--- src/rtl/pipe_ctrl_pkg.sv ---
// Shared types and constants for the pipeline hazard/sequencing controller.
package pipe_ctrl_pkg;

   localparam int REGW_DEF  = 5;
   localparam int CNT_W_DEF = 32;

   typedef enum logic [1:0] {RUN, DRAIN, HALTED} pctrl_state_t;

   typedef logic [REGW_DEF-1:0] regbits_t;

   // Saturation ceiling for the default-width stall counter.
   localparam logic [CNT_W_DEF-1:0] CNT_ALL_ONES = '1;

endpackage

--- src/rtl/hazard_unit.sv ---
// Combinational hazard detection: memory wait, load-use and fetch wait terms.
module hazard_unit
   import pipe_ctrl_pkg::*;
#(
   parameter int REGW = 5
) (
   input  logic            ihit,
   input  logic            dhit,
   input  logic            mem_dREN,
   input  logic            mem_dWEN,
   input  logic            ex_dREN,
   input  logic [REGW-1:0] ex_wsel,
   input  logic [REGW-1:0] id_rs,
   input  logic [REGW-1:0] id_rt,
   input  logic            id_uses_rt,
   output logic            mem_wait,
   output logic            load_use,
   output logic            fetch_wait
);

   logic wsel_live;
   logic rs_match;
   logic rt_match;

   // A load targeting $zero never produces a real dependency; rt only counts
   // when the decoding instruction actually reads it.
   always_comb begin
      wsel_live  = (ex_wsel != '0);
      rs_match   = (ex_wsel == id_rs);
      rt_match   = id_uses_rt & (ex_wsel == id_rt);
      mem_wait   = (mem_dREN | mem_dWEN) & ~dhit;
      load_use   = ex_dREN & wsel_live & (rs_match | rt_match);
      fetch_wait = ~ihit;
   end

endmodule

--- src/rtl/pipeline_ctrl.sv ---
// Hazard arbitration, halt sequencing and stall-cycle counting for the 5-stage pipeline.
module pipeline_ctrl
   import pipe_ctrl_pkg::*;
#(
   parameter int CNT_W = 32,
   parameter int REGW  = 5
) (
   input  logic             CLK,
   input  logic             nRST,
   input  logic             ihit,
   input  logic             dhit,
   input  logic             mem_dREN,
   input  logic             mem_dWEN,
   input  logic             ex_redirect,
   input  logic             ex_dREN,
   input  logic [REGW-1:0]  ex_wsel,
   input  logic [REGW-1:0]  id_rs,
   input  logic [REGW-1:0]  id_rt,
   input  logic             id_uses_rt,
   input  logic             id_halt,
   input  logic             wb_halt,
   output logic             pc_en,
   output logic             ifid_en,
   output logic             ifid_flush,
   output logic             idex_en,
   output logic             idex_flush,
   output logic             exmem_en,
   output logic             exmem_flush,
   output logic             memwb_en,
   output logic             memwb_flush,
   output logic             halt,
   output logic [CNT_W-1:0] stall_count
);

   localparam logic [CNT_W-1:0] CNT_MAX = '1;

   pctrl_state_t state, state_nxt;
   logic         mem_wait, load_use, fetch_wait;
   logic         stall_ev;

   function automatic logic [CNT_W-1:0] sat_inc(input logic [CNT_W-1:0] v);
      return (v == CNT_MAX) ? v : v + 1'b1;
   endfunction

   hazard_unit #(.REGW(REGW)) u_hazard (
      .ihit       (ihit),
      .dhit       (dhit),
      .mem_dREN   (mem_dREN),
      .mem_dWEN   (mem_dWEN),
      .ex_dREN    (ex_dREN),
      .ex_wsel    (ex_wsel),
      .id_rs      (id_rs),
      .id_rt      (id_rt),
      .id_uses_rt (id_uses_rt),
      .mem_wait   (mem_wait),
      .load_use   (load_use),
      .fetch_wait (fetch_wait)
   );

   // Controller state register; halt is a pure decode of the HALTED state.
   always_ff @(posedge CLK or negedge nRST) begin
      if (!nRST) state <= RUN;
      else       state <= state_nxt;
   end

   // Priority encoder for latch/PC controls plus next-state selection.
   always_comb begin
      pc_en       = 1'b0;
      ifid_en     = 1'b0;
      ifid_flush  = 1'b0;
      idex_en     = 1'b0;
      idex_flush  = 1'b0;
      exmem_en    = 1'b0;
      exmem_flush = 1'b0;
      memwb_en    = 1'b0;
      memwb_flush = 1'b0;
      state_nxt   = state;

      if (state != HALTED) begin
         if (mem_wait) begin
            // Bubble into WB so the stalled MEM result is not written twice.
            memwb_flush = 1'b1;
         end else if (ex_redirect) begin
            // Wrong-path IF and ID instructions die; an outstanding fetch is dropped.
            pc_en      = 1'b1;
            ifid_flush = 1'b1;
            idex_flush = 1'b1;
            exmem_en   = 1'b1;
            memwb_en   = 1'b1;
         end else if (load_use) begin
            idex_flush = 1'b1;
            exmem_en   = 1'b1;
            memwb_en   = 1'b1;
         end else if (fetch_wait) begin
            ifid_flush = 1'b1;
            idex_en    = 1'b1;
            exmem_en   = 1'b1;
            memwb_en   = 1'b1;
         end else begin
            pc_en    = 1'b1;
            ifid_en  = 1'b1;
            idex_en  = 1'b1;
            exmem_en = 1'b1;
            memwb_en = 1'b1;
         end

         // While draining, nothing new may be fetched or decoded.
         if (state == DRAIN) begin
            pc_en = 1'b0;
            if (ifid_en) begin
               ifid_en    = 1'b0;
               ifid_flush = 1'b1;
            end
         end
      end

      unique case (state)
         RUN: begin
            if (wb_halt)                                state_nxt = HALTED;
            else if (id_halt & idex_en & ~idex_flush)   state_nxt = DRAIN;
         end
         DRAIN:   if (wb_halt) state_nxt = HALTED;
         HALTED:  state_nxt = HALTED;
         default: state_nxt = RUN;
      endcase
   end

   assign halt = (state == HALTED);

   // A stall cycle is any hazard cycle that a winning redirect did not absorb.
   assign stall_ev = (state != HALTED) &
                     (mem_wait | ((load_use | fetch_wait) & ~ex_redirect));

   // Saturating performance counter of stall cycles.
   always_ff @(posedge CLK or negedge nRST) begin
      if (!nRST)         stall_count <= '0;
      else if (stall_ev) stall_count <= sat_inc(stall_count);
   end

endmodule

--- config.mk ---
export PLATFORM = sky130hd
export DESIGN_NAME = pipeline_ctrl
export DESIGN_NICKNAME = d
export VERILOG_FILES = /design/src/rtl/pipe_ctrl_pkg.sv /design/src/rtl/hazard_unit.sv /design/src/rtl/pipeline_ctrl.sv
export SDC_FILE = /design/constraint.sdc
export NUM_CORES = 1
export LEC_CHECK = 0
export ABC_CLOCK_PERIOD_IN_PS = 3370
export CAP_MARGIN = 20
export CORE_UTILIZATION = 40
export DETAILED_ROUTE_END_ITERATION = 8
export PLACE_DENSITY_LB_ADDON = 0.3
export SKIP_CTS_REPAIR_TIMING = 1
export SLEW_MARGIN = 5
export SYNTH_ARGS = -nofsm -noshare
export SYNTH_HDL_FRONTEND = slang
export SYNTH_SLANG_ARGS = --single-unit
export TNS_END_PERCENT = 50
--- constraint.sdc ---
create_clock -name CLK -period 3.37 [get_ports CLK]
set_clock_uncertainty 0.15 [all_clocks]
set_input_delay 0.674 -clock CLK [delete_from_list [all_inputs] [get_ports CLK]]
set_output_delay 0.674 -clock CLK [all_outputs]
set_load 0.05 [all_outputs]
* After elaboration in Yosys (flattened, before gate mapping) *
Cells that the tools add are included.
W data, S select, Z words.

word-level totals
  bits in registers = 34
  word-level logic and storage cells = 66

cells by class
  $add $sub $neg = 1
  equality and inequality tests = 8
  mux-type cells = 34
  bitwise gates (word level) = 17
  reductions and logical operators = 4

operators by type and width
  operator                 number
  $add A32 B1 Y32 const B  1
  $eq A32 B32 Y1 const B   1
  $mux W1                  30
  $eq A5 B5 Y1             2
  $and A1 B1 Y1            8
  $mux W2                  3
  $pmux W2 S3              1
  $not A1 Y1               5
  $reduce_bool A5 Y1       1
  $ne A2 B2 Y1 const B     2
  $or A1 B1 Y1             4
  $reduce_and A2 Y1        2
  $ne A3 B3 Y1 const B     1
  $eq A2 B1 Y1 const B     1
  $eq A2 B2 Y1 const B     1
  $logic_not A2 Y1         1

* Logic depth before layout (Yosys ltp) *
  word-level depth = 13
  depth in mapped cells = 8
  depth with buffers taken out = 7

* By module *
From an unflattened synthesis, not the netlist that was laid out.

second synthesis, totals
  cell total of the unflattened synthesis = 196
  area total of the unflattened synthesis = 2001.9 sq um

by module, submodules not included
  module         times used  cells an instance  area each (sq um)
  pipeline_ctrl  1           176                1858.0
  hazard_unit    1           20                 143.9

* Worst setup path after synthesis *
OpenSTA, ideal clock, no wires.

  path kind = input-to-output
  from = input port ex_wsel[0]
  to = output port pc_en
  data arrival time = 2575 ps
  data required time = 2546 ps
  setup slack = -29 ps
  cell stages on the path = 5
  path through = or4_1 -> o21a_1 -> nand2_1 -> a21oi_1 -> nor3_1

on the way
  word-level cells in the longest chain between the ends = 9
  elaborated cells on any way between the ends = 12
  classes of those cells = eq/ne (2); mux (5); bitwise (4); reduce/logical (1)

RTL lines
  what               line                  text
  from (decl)        pipeline_ctrl.sv:16   input logic [REGW-1:0] ex_wsel,
  $eq A5 B5 Y1       hazard_unit.sv:30     rt_match = id_uses_rt & (ex_wsel == id_rt);
  $and A1 B1 Y1      hazard_unit.sv:30
  $or A1 B1 Y1       hazard_unit.sv:32     load_use = ex_dREN & wsel_live & (rs_match | rt_match);
  $and A1 B1 Y1 (*)  hazard_unit.sv:32
  $mux W1 (*)        pipeline_ctrl.sv:90   end else if (load_use) begin
  $mux W1 (*)        pipeline_ctrl.sv:83   end else if (ex_redirect) begin
  $mux W1 (*)        pipeline_ctrl.sv:80   if (mem_wait) begin
  $mux W1 (*)        pipeline_ctrl.sv:108  if (state == DRAIN) begin
  $mux W1 (*)        pipeline_ctrl.sv:79   if (state != HALTED) begin
  to (decl)          pipeline_ctrl.sv:22   output logic pc_en,

Mark *: on every way between the ends. The rest lies on a longest branch, timed or not.

* Worst setup path after layout *
  from = input port ex_wsel[0]
  to = output port ifid_en

on the way
  word-level cells in the longest chain between the ends = 10
  elaborated cells on any way between the ends = 13
  classes of those cells = eq/ne (2); mux (6); bitwise (4); reduce/logical (1)

RTL lines
  what               line                  text
  $eq A5 B5 Y1       hazard_unit.sv:30
  $and A1 B1 Y1      hazard_unit.sv:30
  $or A1 B1 Y1       hazard_unit.sv:32
  $and A1 B1 Y1 (*)  hazard_unit.sv:32
  $mux W1 (*)        pipeline_ctrl.sv:90
  $mux W1 (*)        pipeline_ctrl.sv:83
  $mux W1 (*)        pipeline_ctrl.sv:80
  $mux W1 (*)        pipeline_ctrl.sv:79
  $mux W1 (*)        pipeline_ctrl.sv:108
  $mux W1 (*)        pipeline_ctrl.sv:79
  to (decl)          pipeline_ctrl.sv:23   output logic ifid_en,

Mark *: on every way between the ends. The rest lies on a longest branch, timed or not. The select of a mux whose other input is x is not followed.

==> impl_metrics.toml <==
[status]
outcome = "finished clean"

[critical_path]
crit_buf_inv = 2
r2r_end = "stall_count[1]"
slowest_stage = "or4_1"
crit_path_start_kind = "primary input"
critPathMaxFanout = 4
slowest_delay_ps = 520
worstSetupPathType = "in -> out"
r2r_start = "stall_count[19]"
critPathTopFamily = "simple AND/OR/NAND/NOR gates"
cp-end-kind = "output pin"
arrival_ps = 2460
reg2regPathDepth = 5
worstPathRequired_ps = 2550
r2r_setup_slack_ps = 1050
path_cells = "clkdlybuf4s50_1 -> or4_1 -> o21a_1 -> a21oi_2 -> and3_1 -> buf_12"

[grt]
grt_pass1_wl_um = 8160
first_global_vias = 1783
antenna_found_initial = 0
grt_max_degree = 35
overflow = 0
track_usage = 0.199

[synth]
yosys-top-cells-area = "dfrtp_1 (42%), xnor2_1 (11%), xor2_1 (6.4%)"
ys_warn_count = 0
syn_area_um2 = 2040
synth_flop_cell = "dfrtp_1"
async_flop_share = 1.00
synth.top_cell.area_share = 0.417
yosysSeqAreaShare = 0.417
ys_ff_latch = 34
syn_avg_cell_area_um2 = 9.67
syn_nets = 242
synth_edf_count = 0
synthDistinctLibCells = 39
yosysTopAreaCell = "dfrtp_1"
synthCells = 211

[finish]
layout.nets = 317
final_area_um2 = 2980
diodes = 0
n_fill_cell = 420
mostFrequentLayoutCell = "clkdlybuf4s50_1"
syn2layout_area_growth_pct = 46.1
layout.cells.non_filler = 353
final_cell_mix = "clkdlybuf4s50_1 (58), dfrtp_1 (34), xnor2_1 (26), nor2_1 (23), nand3_1 (17)"
drive_gt1_frac = 0.115

[placed_design]
place_inst = 346
dpl_cell_area_um2 = 2870
gp_congestion = 0.769
hpwlAfterDp_um = 3750
pre_cts_ws_ps = -13.9
port_buffers = 66

[drt]
drt-initial-drc-count = 90
vias = 1854
vias_per_cell = 5.25
ant_nets = 0
wl_per_cell_um = 14.1
drt-pass1-iter-count = 4
wl_um = 4970
drcViolationCount = 0

[clock_tree]
tritoncts = "yes"
root_buffer = "clkbuf_8"
htree_levels = 2
cts_made_buffers = 5
clk_pin_slew_worst_paths_ps = 70
clk_latency_ps = 280
clock_sinks = 34
clk_path_buf_depth = 2

[timing]
setup_slack_ps = 83.9
hold_viol = 0
period_share = 0.975
maxSlewViolCount = 0
setup_violations = 0
slew_headroom = 0.567
max_freq_ghz = 0.304
tns_ps = 0
min_period_ps = 3290
tightest_slew_ps = 647

[worst_hold_path]
whs_path_depth = 1
holdPathEnd = "stall_count[10]"
min_path_type = "reg -> reg"
hp-start = "stall_count[10]"

[power_and_ir_drop]
ir_drop_v = 0.000245
p_leak_nw = 1.34
p_per_area_nw_per_um2 = 289
fin_total_pwr_mw = 0.862

[die]
die_h_um = 73.4
die-area_um2 = 5390
rows = 25
initial_core_util = 0.424
core_area_um2 = 4820
die_w_um = 73.4
io_pins = 68

[flow_run]
maxCapViolCount = 0
-- state kept, by name (all words and copies together) (netlist names) --
signal and count:
stall_count 32, state 2
-- routing by layer --
metal | wire length, um | global-route usage
met3 | 258 | 0.0398
met1 | 2230 | 0.261
met2 | 2430 | 0.331
met4 | 46 | 0.0598
met5 | 0 | 0
-- kinds of logic (layout without fill, tap and decap cells) --
family,count (synthesis),in the layout,share of synthesized area
simple gates,103,103,0.282
xor+xnor,41,41,0.176
flops,34,34,0.417
compound gates,15,15,0.0558
buf+inv,11,86,0.0313
fa+ha+maj,5,5,0.0307
other cells,1,1,0.00184
mux,1,1,0.00552
-- synthesized netlist by cell type, types with 5 or more instances --
| cell type | n |
|---|---|
| nand3_1 | 17 |
| dfrtp_1 | 34 |
| xnor2_1 | 26 |
| nor3_1 | 9 |
| nor2_1 | 23 |
| nand4_1 | 14 |
| a21oi_1 | 5 |
| nand2_1 | 12 |
| xor2_1 | 15 |
| ha_1 | 5 |
| inv_1 | 7 |
| and3_1 | 8 |
-- stage by stage --
stage / hold slack [ps] / utilization
global placement: 333 / 0.595
global route: 363 / 0.619
floorplan: 228 / -
CTS: 350 / 0.618
finish: 341 / 0.619
detailed placement: 334 / 0.595
-- report_power, final --
| group | switching (mW) | leakage [nW] | internal, mW |
|---|---|---|---|
| Sequential | 0.000630 | 0.460 | 0.408 |
| Combinational | 0.0316 | 0.820 | 0.0426 |
| Clock | 0.142 | 0.0573 | 0.237 |
| Total | 0.174 | 1.34 | 0.688 |
-- cell type report --
cell class                      count  area (um^2)  area share
Multi-Input combinational cell    166         1130       0.381
Clock buffer                        6         82.6      0.0277
Tap cell                           67         83.8      0.0281
Clock inverter                      1         30.0      0.0101
Sequential cell                    34          851       0.285
Inverter                            7         26.3     0.00881
Timing Repair Buffer               72          773       0.259
-- worst max-delay path by stage --
stage          depth (start not counted)  slack [ps]       start      end
2_1_floorplan                          4         370  ex_wsel[0]  ifid_en
3_3_place_gp                           6          70  ex_wsel[0]  ifid_en
3_5_place_dp                           6         -10  ex_wsel[0]  ifid_en
4_1_cts                                6         -20  ex_wsel[0]  ifid_en
5_1_grt                                9         -10  ex_wsel[2]    pc_en
6_report                               6          80  ex_wsel[0]  ifid_en
(Power assumes the default switching activity.)
